[config.mk]
export PLATFORM = sky130hd
export DESIGN_NAME = cmd_exec_sched_flat
export DESIGN_NICKNAME = d
export VERILOG_FILES = /design/src/rtl/cmd_exec_sched_if.sv /design/src/rtl/cmd_exec_sched.sv /design/src/flat_wrapper.sv
export SDC_FILE = /design/constraint.sdc
export NUM_CORES = 1
export LEC_CHECK = 0
export ABC_AREA = 1
export CAP_MARGIN = 25
export CORE_MARGIN = 2
export CORE_UTILIZATION = 38
export DETAILED_ROUTE_END_ITERATION = 7
export GPL_TIMING_DRIVEN = 0
export PLACE_DENSITY = 0.55
export SYNTH_ARGS = -nofsm -noshare
export SYNTH_HDL_FRONTEND = slang
export SYNTH_SLANG_ARGS = --single-unit
[constraint.sdc]
create_clock -name CLK -period 13.7 [get_ports CLK]
set_input_delay 2.055 -clock CLK [delete_from_list [all_inputs] [get_ports CLK]]
set_output_delay 2.055 -clock CLK [all_outputs]
set_load 0.005 [all_outputs]
[src/rtl/cmd_exec_sched_if.sv]
// Command bus between the command-memory writer and the scheduler.
// The writer strobes DATA_WR with the fields; the scheduler answers with REQ_COMM.
interface cmd_exec_sched_if;
   logic        DATA_WR;
   logic [63:0] TIME_START_z;
   logic [15:0] N_impuls_z;
   logic [31:0] Interval_Tp_z;
   logic        REQ_COMM;

   modport master (
      output DATA_WR,
      output TIME_START_z,
      output N_impuls_z,
      output Interval_Tp_z,
      input  REQ_COMM
   );

   modport slave (
      input  DATA_WR,
      input  TIME_START_z,
      input  N_impuls_z,
      input  Interval_Tp_z,
      output REQ_COMM
   );
endinterface

[src/rtl/cmd_exec_sched.sv]
// Command execution scheduler: waits for TIME_START, then emits START and
// N impulses spaced by Interval_Tp; requests the next command when done.
module cmd_exec_sched #(
   parameter int unsigned REQ_GAP     = 48,
   parameter logic [63:0] LATE_MARGIN = 64'd0
) (
   input  logic            CLK,
   input  logic            rst,
   input  logic [63:0]     TIME,
   input  logic            SYS_TIME_UPDATE,
   cmd_exec_sched_if.slave cmd,
   output logic            START,
   output logic            IMP,
   output logic [15:0]     IMP_IDX,
   output logic            BUSY,
   output logic            LATE,
   output logic            ABORT
);

   localparam int GW = $clog2(REQ_GAP + 2);
   localparam logic [GW-1:0] GAP_MAX = GW'(REQ_GAP);

   typedef enum logic [1:0] {
      S_IDLE,
      S_ARMED,
      S_RUN,
      S_DONE
   } state_t;

   state_t state, state_d;

   logic [63:0]   t_reg;
   logic [2:0]    upd_sync;
   logic          upd_edge;

   logic [63:0]   t_start;
   logic [63:0]   next_t;
   logic [15:0]   n_q;
   logic [15:0]   k_q;
   logic [31:0]   tp_q;

   logic          sh_vld;
   logic [63:0]   sh_t;
   logic [15:0]   sh_n;
   logic [31:0]   sh_tp;

   logic [GW-1:0] gap;
   logic          gap_full;
   logic          req_q;

   logic [15:0]   wr_n;
   logic [31:0]   wr_tp;
   logic          wr_late;
   logic          sh_late;
   logic          start_hit;
   logic          imp_hit;
   logic          run_end;

   logic          req_d;
   logic          start_d;
   logic          imp_d;
   logic [15:0]   idx_d;
   logic          late_d;
   logic          abort_d;
   logic          ld_wr;
   logic          ld_sh;
   logic          go_run;
   logic          imp_adv;
   logic          sh_wr;
   logic          sh_clr;
   logic          gap_clr;

   assign upd_edge  = upd_sync[1] & ~upd_sync[2];
   assign wr_n      = (cmd.N_impuls_z == 16'd0) ? 16'd1 : cmd.N_impuls_z;
   assign wr_tp     = (cmd.Interval_Tp_z == 32'd0) ? 32'd1 : cmd.Interval_Tp_z;
   assign wr_late   = cmd.TIME_START_z <= t_reg + LATE_MARGIN;
   assign sh_late   = sh_t <= t_reg + LATE_MARGIN;
   assign start_hit = t_reg >= t_start;
   assign imp_hit   = t_reg >= next_t;
   assign run_end   = k_q == n_q;
   assign gap_full  = gap == GAP_MAX;
   assign cmd.REQ_COMM = req_q;

   // State register.
   always_ff @(posedge CLK or posedge rst) begin
      if (rst) state <= S_IDLE;
      else     state <= state_d;
   end

   // Next state and strobe decisions; abort beats compare beats DATA_WR.
   always_comb begin
      state_d = state;
      req_d   = 1'b0;
      start_d = 1'b0;
      imp_d   = 1'b0;
      idx_d   = 16'd0;
      late_d  = 1'b0;
      abort_d = 1'b0;
      ld_wr   = 1'b0;
      ld_sh   = 1'b0;
      go_run  = 1'b0;
      imp_adv = 1'b0;
      sh_wr   = 1'b0;
      sh_clr  = 1'b0;
      gap_clr = 1'b0;
      unique case (state)
         S_IDLE: begin
            if (cmd.DATA_WR) begin
               if (wr_late) begin
                  late_d  = 1'b1;
                  gap_clr = 1'b1;
               end else begin
                  ld_wr   = 1'b1;
                  state_d = S_ARMED;
               end
            end else if (gap_full) begin
               req_d   = 1'b1;
               gap_clr = 1'b1;
            end
         end
         S_ARMED: begin
            if (upd_edge) begin
               abort_d = 1'b1;
               sh_clr  = 1'b1;
               gap_clr = 1'b1;
               state_d = S_IDLE;
            end else if (start_hit) begin
               start_d = 1'b1;
               imp_d   = 1'b1;
               go_run  = 1'b1;
               sh_wr   = cmd.DATA_WR;
               state_d = S_RUN;
            end else if (cmd.DATA_WR) begin
               if (wr_late) begin
                  late_d  = 1'b1;
                  gap_clr = 1'b1;
                  state_d = S_IDLE;
               end else begin
                  ld_wr = 1'b1;
               end
            end
         end
         S_RUN: begin
            if (upd_edge) begin
               abort_d = 1'b1;
               sh_clr  = 1'b1;
               gap_clr = 1'b1;
               state_d = S_IDLE;
            end else begin
               sh_wr = cmd.DATA_WR;
               if (run_end) begin
                  state_d = S_DONE;
               end else if (imp_hit) begin
                  imp_d   = 1'b1;
                  idx_d   = k_q;
                  imp_adv = 1'b1;
               end
            end
         end
         S_DONE: begin
            sh_clr = 1'b1;
            if (cmd.DATA_WR) begin
               if (wr_late) begin
                  late_d  = 1'b1;
                  gap_clr = 1'b1;
                  state_d = S_IDLE;
               end else begin
                  ld_wr   = 1'b1;
                  state_d = S_ARMED;
               end
            end else if (sh_vld) begin
               if (sh_late) begin
                  late_d  = 1'b1;
                  gap_clr = 1'b1;
                  state_d = S_IDLE;
               end else begin
                  ld_sh   = 1'b1;
                  state_d = S_ARMED;
               end
            end else begin
               req_d   = 1'b1;
               gap_clr = 1'b1;
               state_d = S_IDLE;
            end
         end
         default: state_d = S_IDLE;
      endcase
   end

   // Register system time and synchronize the time re-set level.
   always_ff @(posedge CLK or posedge rst) begin
      if (rst) begin
         t_reg    <= 64'd0;
         upd_sync <= 3'd0;
      end else begin
         t_reg    <= TIME;
         upd_sync <= {upd_sync[1:0], SYS_TIME_UPDATE};
      end
   end

   // Active command and impulse schedule.
   always_ff @(posedge CLK or posedge rst) begin
      if (rst) begin
         t_start <= 64'd0;
         n_q     <= 16'd1;
         tp_q    <= 32'd1;
         next_t  <= 64'd0;
         k_q     <= 16'd0;
      end else begin
         if (ld_wr) begin
            t_start <= cmd.TIME_START_z;
            n_q     <= wr_n;
            tp_q    <= wr_tp;
         end else if (ld_sh) begin
            t_start <= sh_t;
            n_q     <= sh_n;
            tp_q    <= sh_tp;
         end
         if (go_run) begin
            next_t <= t_start + {32'd0, tp_q};
            k_q    <= 16'd1;
         end else if (imp_adv) begin
            next_t <= next_t + {32'd0, tp_q};
            k_q    <= k_q + 16'd1;
         end
      end
   end

   // One-deep shadow for a command arriving while a burst is in flight.
   always_ff @(posedge CLK or posedge rst) begin
      if (rst) begin
         sh_vld <= 1'b0;
         sh_t   <= 64'd0;
         sh_n   <= 16'd1;
         sh_tp  <= 32'd1;
      end else if (sh_clr) begin
         sh_vld <= 1'b0;
      end else if (sh_wr) begin
         sh_vld <= 1'b1;
         sh_t   <= cmd.TIME_START_z;
         sh_n   <= wr_n;
         sh_tp  <= wr_tp;
      end
   end

   // Saturating spacing counter between REQ_COMM pulses.
   always_ff @(posedge CLK or posedge rst) begin
      if (rst)           gap <= GAP_MAX;
      else if (gap_clr)  gap <= '0;
      else if (!gap_full) gap <= gap + GW'(1);
   end

   // Registered strobes and status.
   always_ff @(posedge CLK or posedge rst) begin
      if (rst) begin
         req_q   <= 1'b0;
         START   <= 1'b0;
         IMP     <= 1'b0;
         IMP_IDX <= 16'd0;
         BUSY    <= 1'b0;
         LATE    <= 1'b0;
         ABORT   <= 1'b0;
      end else begin
         req_q <= req_d;
         START <= start_d;
         IMP   <= imp_d;
         if (imp_d) IMP_IDX <= idx_d;
         BUSY  <= (state_d == S_ARMED) || (state_d == S_RUN);
         LATE  <= late_d;
         ABORT <= abort_d;
      end
   end

endmodule

[src/flat_wrapper.sv]
// flat-port wrapper written by rule: the top's interface ports become plain ports
module cmd_exec_sched_flat 
#(
   parameter int unsigned REQ_GAP     = 48,
   parameter logic [63:0] LATE_MARGIN = 64'd0
)
  (CLK, rst, TIME, SYS_TIME_UPDATE, START, IMP, IMP_IDX, BUSY, LATE, ABORT, cmd_DATA_WR, cmd_TIME_START_z, cmd_N_impuls_z, cmd_Interval_Tp_z, cmd_REQ_COMM);
  cmd_exec_sched_if cmd_i ();
  input  logic CLK;
  input  logic rst;
  input  logic [63:0] TIME;
  input  logic SYS_TIME_UPDATE;
  output logic START;
  output logic IMP;
  output logic [15:0] IMP_IDX;
  output logic BUSY;
  output logic LATE;
  output logic ABORT;
  input wire logic [$bits(cmd_i.DATA_WR)-1:0] cmd_DATA_WR;
  input wire logic [$bits(cmd_i.TIME_START_z)-1:0] cmd_TIME_START_z;
  input wire logic [$bits(cmd_i.N_impuls_z)-1:0] cmd_N_impuls_z;
  input wire logic [$bits(cmd_i.Interval_Tp_z)-1:0] cmd_Interval_Tp_z;
  output wire logic [$bits(cmd_i.REQ_COMM)-1:0] cmd_REQ_COMM;
  assign cmd_i.DATA_WR = cmd_DATA_WR;
  assign cmd_i.TIME_START_z = cmd_TIME_START_z;
  assign cmd_i.N_impuls_z = cmd_N_impuls_z;
  assign cmd_i.Interval_Tp_z = cmd_Interval_Tp_z;
  assign cmd_REQ_COMM = cmd_i.REQ_COMM;
  cmd_exec_sched #(.REQ_GAP(REQ_GAP), .LATE_MARGIN(LATE_MARGIN)) u_core (.CLK(CLK), .rst(rst), .TIME(TIME), .SYS_TIME_UPDATE(SYS_TIME_UPDATE), .cmd(cmd_i), .START(START), .IMP(IMP), .IMP_IDX(IMP_IDX), .BUSY(BUSY), .LATE(LATE), .ABORT(ABORT));
endmodule
# Yosys cells after proc, flatten, opt, wreduce, memory -nomap -nowiden
# Cells that the tools add are included.
# word_totals
reg_bits,402
in_bits,180
out_inout_bits,22
wordCells,124
# classes
reduce_logical,10
bitwise_logic,3
add_sub_neg,4
n_eq_ne,8
magnitude_cmp,4
n_mux,75
# op_table
op,n
two-way mux 64 bit,4
two-way mux 16 bit,9
adder 64 x 32 -> 64 bit,2
greater-or-equal comparator 64 bit,2
<= comparator 64 bit,2
two-way mux 32 bit,3
two-way mux 1 bit,40
logical NOT 32 bit,1
two-way mux 2 bit,9
adder 16 x 1 -> 16 bit (second input constant),1
equality test 16 bit,1
logical NOT 16 bit,1
two-way mux 6 bit,2
case mux 1 bit (2 select lines),5
case mux 2 bit (4 select lines),1
adder 6 x 1 -> 6 bit (second input constant),1
equality test 2 bit (second input constant),3
equality test 6 bit (second input constant),1
nonzero test 2 bit,3
equality test 2 x 1 -> 1 bit (second input constant),2
case mux 1 bit (4 select lines),1
OR reduction 2 bit,2
case mux 1 bit (3 select lines),1
logical NOT 2 bit,1
other kinds (5),6

# Depth between registers and ports, before layout
# Gate-level depths: netlist of the first run.
# depth
ltp_word,8
mapped_depth,44
depth_no_buf,40

# Worst setup path after synthesis of the first run
# Ideal clock, no wire load.
# synth_path
path_kind,flip-flop to flip-flop
startpoint,reg u_core.t_start[37]
endpoint,reg u_core.next_t[52]
t_required_ns,13.583
synth_period_minus_slack_ns,4.765
n_path_buf,4
setup_ns,0.117
arrival_time_ns,4.648
setup_slack_ns,8.935
stages_incl_launch_ff,37
cell_sequence,dfrtp_1 -> inv_1 -> ha_1 -> a21oi_1 -> o21ai_1 -> a21o_1 -> nand2_1 -> nand2_1 -> nor2_1 -> nand2_2 -> nand2_2 -> buf_2 -> buf_2 -> buf_2 -> clkbuf_1 -> nand2_1 -> o21ai_0 -> ha_1 -> inv_1 -> fa_1 -> inv_1 -> nand3_1 -> nand2_1 -> a21oi_1 -> inv_1 -> a21oi_1 -> o31ai_1 -> nand2_1 -> nand2_1 -> nand2_1 -> nand2_1 -> nand3_2 -> nor2_4 -> nand2_1 -> xor2_1 -> nand2_1 -> nand2_1
# synth_between
elab_chain_len,5
elab_cells_between_ends,7
cone_classes,1 x add/sub; 1 x order compare; 4 x mux; 1 x reduce/logical
# synth_lines
element,line,rtl
"start, declared",cmd_exec_sched.sv:36,logic [63:0] t_start;
"start signal, assigned",cmd_exec_sched.sv:211,t_start <= cmd.TIME_START_z;
"start signal, assigned",cmd_exec_sched.sv:215,t_start <= sh_t;
greater-or-equal comparator 64 bit,cmd_exec_sched.sv:78,assign start_hit = t_reg >= t_start;
two-way mux 1 bit,cmd_exec_sched.sv:127,end else if (start_hit) begin
two-way mux 1 bit,cmd_exec_sched.sv:122,if (upd_edge) begin
two-way mux 1 bit,cmd_exec_sched.sv:106,unique case (state)
two-way mux 64 bit or nonzero test 2 bit (tied branches),--,
"end signal, assigned",cmd_exec_sched.sv:220,"next_t <= t_start + {32'd0, tp_q};"
"end signal, assigned",cmd_exec_sched.sv:223,"next_t <= next_t + {32'd0, tp_q};"
"end, declared",cmd_exec_sched.sv:37,logic [63:0] next_t;
# Several ways; a longest one is shown, not always the timed one.
# A chain may end at the register's enable or synchronous reset.

# Worst setup path after layout of the first run
# layout_path
startpoint,reg u_core.t_start[57]
endpoint,reg u_core.next_t[52]
# layout_between
elab_chain_len,5
elab_cells_between_ends,6
cone_classes,1 x order compare; 4 x mux; 1 x reduce/logical
# layout_lines
element,line
greater-or-equal comparator 64 bit *,cmd_exec_sched.sv:78
two-way mux 1 bit *,cmd_exec_sched.sv:127
two-way mux 1 bit *,cmd_exec_sched.sv:122
two-way mux 1 bit *,cmd_exec_sched.sv:106
two-way mux 64 bit or nonzero test 2 bit (tied branches),--
# Mark *: on every way between the ends. The rest lies on a longest branch, timed or not.

==> impl_metrics.yaml, run 1 <==
worst_setup_path:
  arrival_ns: 7.41
  crit_slowest_cell: "clkbuf_1"
  crit_type: "flip-flop to flip-flop"
  r2r_slack_ns: 6.78
  cp_max_fo: 10
  ff2ff_path_depth: 37
  r2r_start: "u_core.t_start[57]"
  worstPathRequired_ns: 14.19
  crit_path_end_kind: "flip-flop"
  timing.rr.end: "u_core.next_t[52]"
  cp-start-kind: "flip-flop"
  max_stage_delay_ns: 0.59
  crit_top_cell: "nand2_1"
timing:
  maxSlewViolCount: 0
  worst_pin_slew_ns: 0.938
  hold_viol_final: 0
  finalSetupViolations: 0
  rsz0062_at_grt: "false"
  fin_skew_ns: 0.0219
  period_minus_slack_ns: 6.92
  fin_crit_sh_pct: 50.5
  whs_ns: 0.356
  worst_slack_ns: 6.78
  max-slew-margin-rel_pct: 35.8
  fmax_mhz: 145
synth:
  yosysWarningCount: 0
  synth_area_sq_mm: 0.0258
  synth-seq-cells: 402
  syn-num-nets: 3788
  yosysSeqAreaShare_pct: 39.1
  syn_inst: 3311
  yosysUniqueCellTypes: 53
  synthArstFlopShare_pct: 100
  synth_flop_cell: "dfrtp_1"
  synth-edff-count: 0
  avgSynthCellArea_sq_um: 7.79
power:
  p_leak_nw: 15.2
  seq_power_share_pct: 30.8
  p_sw_share_pct: 43.4
  p_per_area_mw_per_mm2: 202
  pwr-share-comb_pct: 46.3
  p_int_mw: 3.51
  peakVddDrop_v: 0.000116
  clockPowerShare_pct: 23.0
  power_switching_mw: 2.69
layout:
  layout_common_cells: "811 x nand2_1, 397 x inv_1, 396 x dfrtp_1"
  layout-drive-gt1-share_pct: 6.05
  nets: 4045
  fin_util_pct: 45.8
  synthToLayoutAreaGrowth_pct: 19.2
  layout_commonest_cell: "nand2_1"
clock_network:
  clk_pin_slew_worst_paths_ns: 0.06
  cts_made_buffers: 50
  cts_max_path_buffers: 3
  hold_buffers: 0
  clock_sinks: 402
  cts_setup_buffers: 0
  tritoncts: "built"
  clock_latency_ns: 0.62
  cts_resized: 0
  htreeDepth: 2
  clock-root-buffer: "clkbuf_16"
flow_run:
  maxCapViolations: 0
min_path:
  hold_path.startpoint: "u_core.upd_sync[0]"
  hold_depth: 0
  hold_end: "u_core.upd_sync[1]"
  hp-class: "flip-flop to flip-flop"
placement:
  place.gp.congestion: 0.920
  hpwl_um: 65900
  pre_cts_slack_ns: 6.86
  io_buffers: 201
detailed_routing:
  via_per_inst: 5.13
  num_vias: 23000
  postRouteAntennaNets: 0
  routedWlPerCell_um: 18.9
  drc: 0
  dr.first_iter.drc_count: 1424
  wl_um: 84600
  dr.pass1.iters: 5
grt:
  use_met1_pct: 32.3
  antenna_found_initial: 1
  grt_pass1_vias: 23100
  grt_overflow: 0
  grt_usage_pct: 24.3
  met2_usage_pct: 40.8
  grtUsageMet3_pct: 3.19
  busiest_layer: "met2"
  grt_pass1_wl_um: 132000
  grt_max_degree: 114
die:
  pin_count: 202
  rows: 95
  die_w_um: 264
  dieArea_sq_mm: 0.0699
  core_sq_mm: 0.0672
  initial_core_util_pct: 38.4
  die_h_um: 264
outcome:
  status: "complete, no violations"
==> power groups by stage <==
stage               sequential, mW  combinational [mW]  clock, mW
finish                        1.91                2.87       1.43
floorplan                     1.81                2.06          0
CTS                           1.90                2.87       1.46
global placement              1.92                2.82          0
detailed placement            1.92                2.85          0
global route                  1.95                3.28       1.50
==> stage by stage <==
step | instances | instance area, sq um | TNS [ns] | power [mW]
6_report | 4478 | 30700 | 0 | 6.21
5_1_grt | 4477 | 30700 | 0 | 6.74
4_1_cts | 4476 | 30700 | 0 | 6.23
3_5_place_dp | 4388 | 29000 | 0 | 4.77
3_3_place_gp | 4385 | 28900 | -2132.13 | 4.75
2_1_floorplan | 3311 | 25800 | 0 | 3.87
==> synthesized netlist by cell type (all sizes together), types with 2 or more instances <==
| library cell | count | area share (%) |
|---|---|---|
| o221ai | 4 | 0.14 |
| clkinv | 2 | 0.029 |
| nand2 | 835 | 12 |
| o211ai | 39 | 1.1 |
| nor4 | 16 | 0.39 |
| o21ai | 229 | 4.5 |
| a211oi | 5 | 0.15 |
| a21o | 9 | 0.26 |
| a21oi | 235 | 4.6 |
| xnor2 | 18 | 0.61 |
| dfstp | 6 | 0.61 |
| dfrtp | 396 | 38 |
| a2111oi | 3 | 0.10 |
| o22ai | 69 | 1.7 |
| a21boi | 3 | 0.087 |
| nand4 | 44 | 1.1 |
| o21bai | 4 | 0.12 |
| ha | 296 | 14 |
| clkbuf | 59 | 0.86 |
| a31oi | 13 | 0.32 |
| nor3b | 2 | 0.058 |
| and3 | 3 | 0.073 |
| inv | 412 | 6.0 |
| o31ai | 4 | 0.12 |
| nand3 | 202 | 4.1 |
| o2111ai | 8 | 0.27 |
| or2 | 5 | 0.12 |
| nor2 | 251 | 3.9 |
| xor2 | 28 | 0.95 |
| buf | 56 | 1.2 |
| nor3 | 34 | 0.70 |
| nand3b | 4 | 0.12 |
| o21a | 12 | 0.35 |
==> routing by layer <==
metal  wire [um]  part of all wire, %
met1       38300                   45
met2       39700                   47
met3        3760                  4.4
met4        2910                  3.4
met5           0                    0
==> worst max path at each step <==
stage	startpoint	endpoint	slack, ns	depth (start not counted)
floorplan	rst	u_core.ABORT	0.47	1
global placement	rst	u_core.sh_t[22]	-5.41	2
detailed placement	u_core.t_start[57]	u_core.next_t[52]	6.86	37
CTS	u_core.t_reg[61]	u_core.next_t[52]	6.81	34
global route	u_core.t_start[1]	u_core.next_t[52]	6.29	41
finish	u_core.t_start[57]	u_core.next_t[52]	6.78	37
==> logic make-up (layout without fill, tap and decap cells) <==
logic type	Yosys count	in the layout	synth area share [%]
buf+inv	529	822	8.13
compound gates	640	640	13.8
simple gates	1397	1397	23.0
xor+xnor	46	46	1.56
flops	402	402	39.1
fa+ha+maj	297	297	14.4
other cells	0	1	0
==> critical path, delay by kind of cell, from the launching register on <==
| kind | cells | cell delay (ns) |
|---|---|---|
| AOI/OAI and AO/OA | 6 | 1.14 |
| and+or+nand+nor | 18 | 2.12 |
| DFF | 1 | 0.35 |
| xor gates and xnor gates | 1 | 0.15 |
| buffers and inverters | 9 | 2.12 |
| adders and majority gates | 3 | 0.91 |
==> layout make-up <==
type,count,area [sq um]
fillers,6727,36400
clock buffers,71,1510
repair buffers,205,2100
plain buffers,115,543
well taps,873,1090
inverters,414,1560
flip-flops and latches,402,10100
clock inverters,17,246
diodes,1,2.50
multi-input cells,2380,13600
(Power assumes the default switching activity.)
==> inputs of run 2 (changes only) <==
PLACE_DENSITY = 0.53   (was 0.55)
clock period = 6.7 ns   (was 13.7 ns; I/O delays follow)
==> impl_metrics.yaml, run 2 (synthesis gave the netlist of run 1 again) <==
detailed_routing:
  dr.first_iter.drc_count: 1456
  num_vias: 23200
  dr.pass1.iters: 6
  wl_um: 85300
  routedWlPerCell_um: 19.0
  postRouteAntennaNets: 0
  via_per_inst: 5.17
  drc: 0
die:
  initial_core_util_pct: 38.4
  pin_count: 202
  die_w_um: 264
  rows: 95
  core_sq_mm: 0.0672
  die_h_um: 264
  dieArea_sq_mm: 0.0699
worst_setup_path:
  worstPathRequired_ns: 7.18
  ff2ff_path_depth: 36
  endpoint: "u_core.next_t[52]"
  path_depth: 36
  crit_top_cell: "nand2_1"
  r2r_slack_ns: 0.52
  arrival_ns: 6.66
  cp-start-kind: "flip-flop"
  cpLargestDelayFamily: "simple AND/OR/NAND/NOR gates"
  r2r_start: "u_core.t_start[57]"
  timing.rr.end: "u_core.next_t[52]"
  crit_path_end_kind: "flip-flop"
  crit_slowest_cell: "clkbuf_4"
  crit_buf_inv: 8
  max_stage_delay_ns: 0.37
  setup.worst_path.start: "u_core.t_start[57]"
  cp_max_fo: 19
  crit_type: "flip-flop to flip-flop"
timing:
  fmax_mhz: 162
  hold_viol_final: 0
  fin_skew_ns: 0.0234
  max-slew-margin-rel_pct: 26.6
  rsz0062_at_grt: "false"
  period_minus_slack_ns: 6.18
  worst_pin_slew_ns: 1.09
  fin_crit_sh_pct: 92.3
  finalSetupViolations: 0
  maxSlewViolCount: 0
clock_network:
  clock_latency_ns: 0.61
  cts_max_path_buffers: 3
  cts_setup_buffers: 0
  htreeDepth: 2
  hold_buffers: 0
  cts_made_buffers: 50
  clock_sinks: 402
  clk_pin_slew_worst_paths_ns: 0.06
  tritoncts: "built"
  clock-root-buffer: "clkbuf_16"
grt:
  grt_pass1_vias: 23200
  grt_pass1_wl_um: 133000
  grt_overflow: 0
  grt_max_degree: 39
  grt_usage_pct: 24.6
  antenna_found_initial: 3
layout:
  nets: 4051
  layout_commonest_cell: "nand2_1"
  instances_no_fill: 4485
  synthToLayoutAreaGrowth_pct: 19.9
  layout_common_cells: "811 x nand2_1, 397 x inv_1, 396 x dfrtp_1"
  fin_util_pct: 46.0
  layout-drive-gt1-share_pct: 6.23
min_path:
  hp-class: "flip-flop to flip-flop"
placement:
  hpwl_um: 67400
  place.gp.congestion: 0.916
  io_buffers: 201
  dp.cells: 4396
power:
  p_per_area_mw_per_mm2: 413
  peakVddDrop_v: 0.000197
  p_leak_nw: 15.3
outcome:
  status: "complete, no violations"
flow_run:
  maxCapViolations: 0
run 2: layout make-up:
| class | instances | area (sq um) |
|---|---|---|
| Multi-Input combinational cell | 2380 | 13600 |
| Clock inverter | 17 | 295 |
| Sequential cell | 402 | 10100 |
| Buffer | 114 | 551 |
| Antenna cell | 1 | 2.50 |
| Timing Repair Buffer | 212 | 2230 |
| Clock buffer | 72 | 1500 |
| Tap cell | 873 | 1090 |
| Fill cell | 6777 | 36300 |
| Inverter | 414 | 1560 |
run 2: report_power, final:
| part | internal, mW | leakage (nW) | switching, mW | total (mW) |
|---|---|---|---|---|
| Combinational | 2.11 | 9.42 | 3.77 | 5.89 |
| Clock | 1.85 | 0.883 | 1.12 | 2.96 |
| Sequential | 3.29 | 4.96 | 0.619 | 3.91 |
run 2: worst min path at each step:
stage,to,start,slack (ns),cells past startpoint
after detailed placement,u_core.upd_sync[1],u_core.upd_sync[0],0.35,0
after CTS,u_core.upd_sync[1],u_core.upd_sync[0],0.36,0
after global placement,u_core.upd_sync[1],u_core.upd_sync[0],0.33,0
final,u_core.upd_sync[1],u_core.upd_sync[0],0.36,0
after floorplan,u_core.upd_sync[1],u_core.upd_sync[0],0.33,0
after global routing,u_core.upd_sync[1],u_core.upd_sync[0],0.37,0
run 2: per-layer routing:
layer	part of all wire, %	wire length, um	track usage [%]
met4	3.2	2720	8.11
met3	5.0	4270	3.79
met5	0.022	19	0
met1	45	38600	32.7
met2	46	39600	40.9
run 2: timing repair:
item,in CTS,in global routing
pin swaps,0,0
cloned,0,0
setup endpoints to repair,7,28
gates resized for setup,0,9
run 2: metrics by stage:
| stage | power (mW) | setup slack (ns) | setup TNS, ns | instance area [sq um] | hold slack, ns |
|---|---|---|---|---|---|
| after floorplan | 7.92 | 0.286 | 0 | 25800 | 0.331 |
| after global placement | 9.71 | -3.00 | -1164.12 | 28900 | 0.334 |
| after detailed placement | 9.77 | -0.113 | -0.380 | 29100 | 0.346 |
| after CTS | 12.8 | 0.186 | 0 | 30900 | 0.359 |
| after global routing | 13.9 | 0.0663 | 0 | 30900 | 0.374 |
| final | 12.8 | 0.516 | 0 | 30900 | 0.359 |
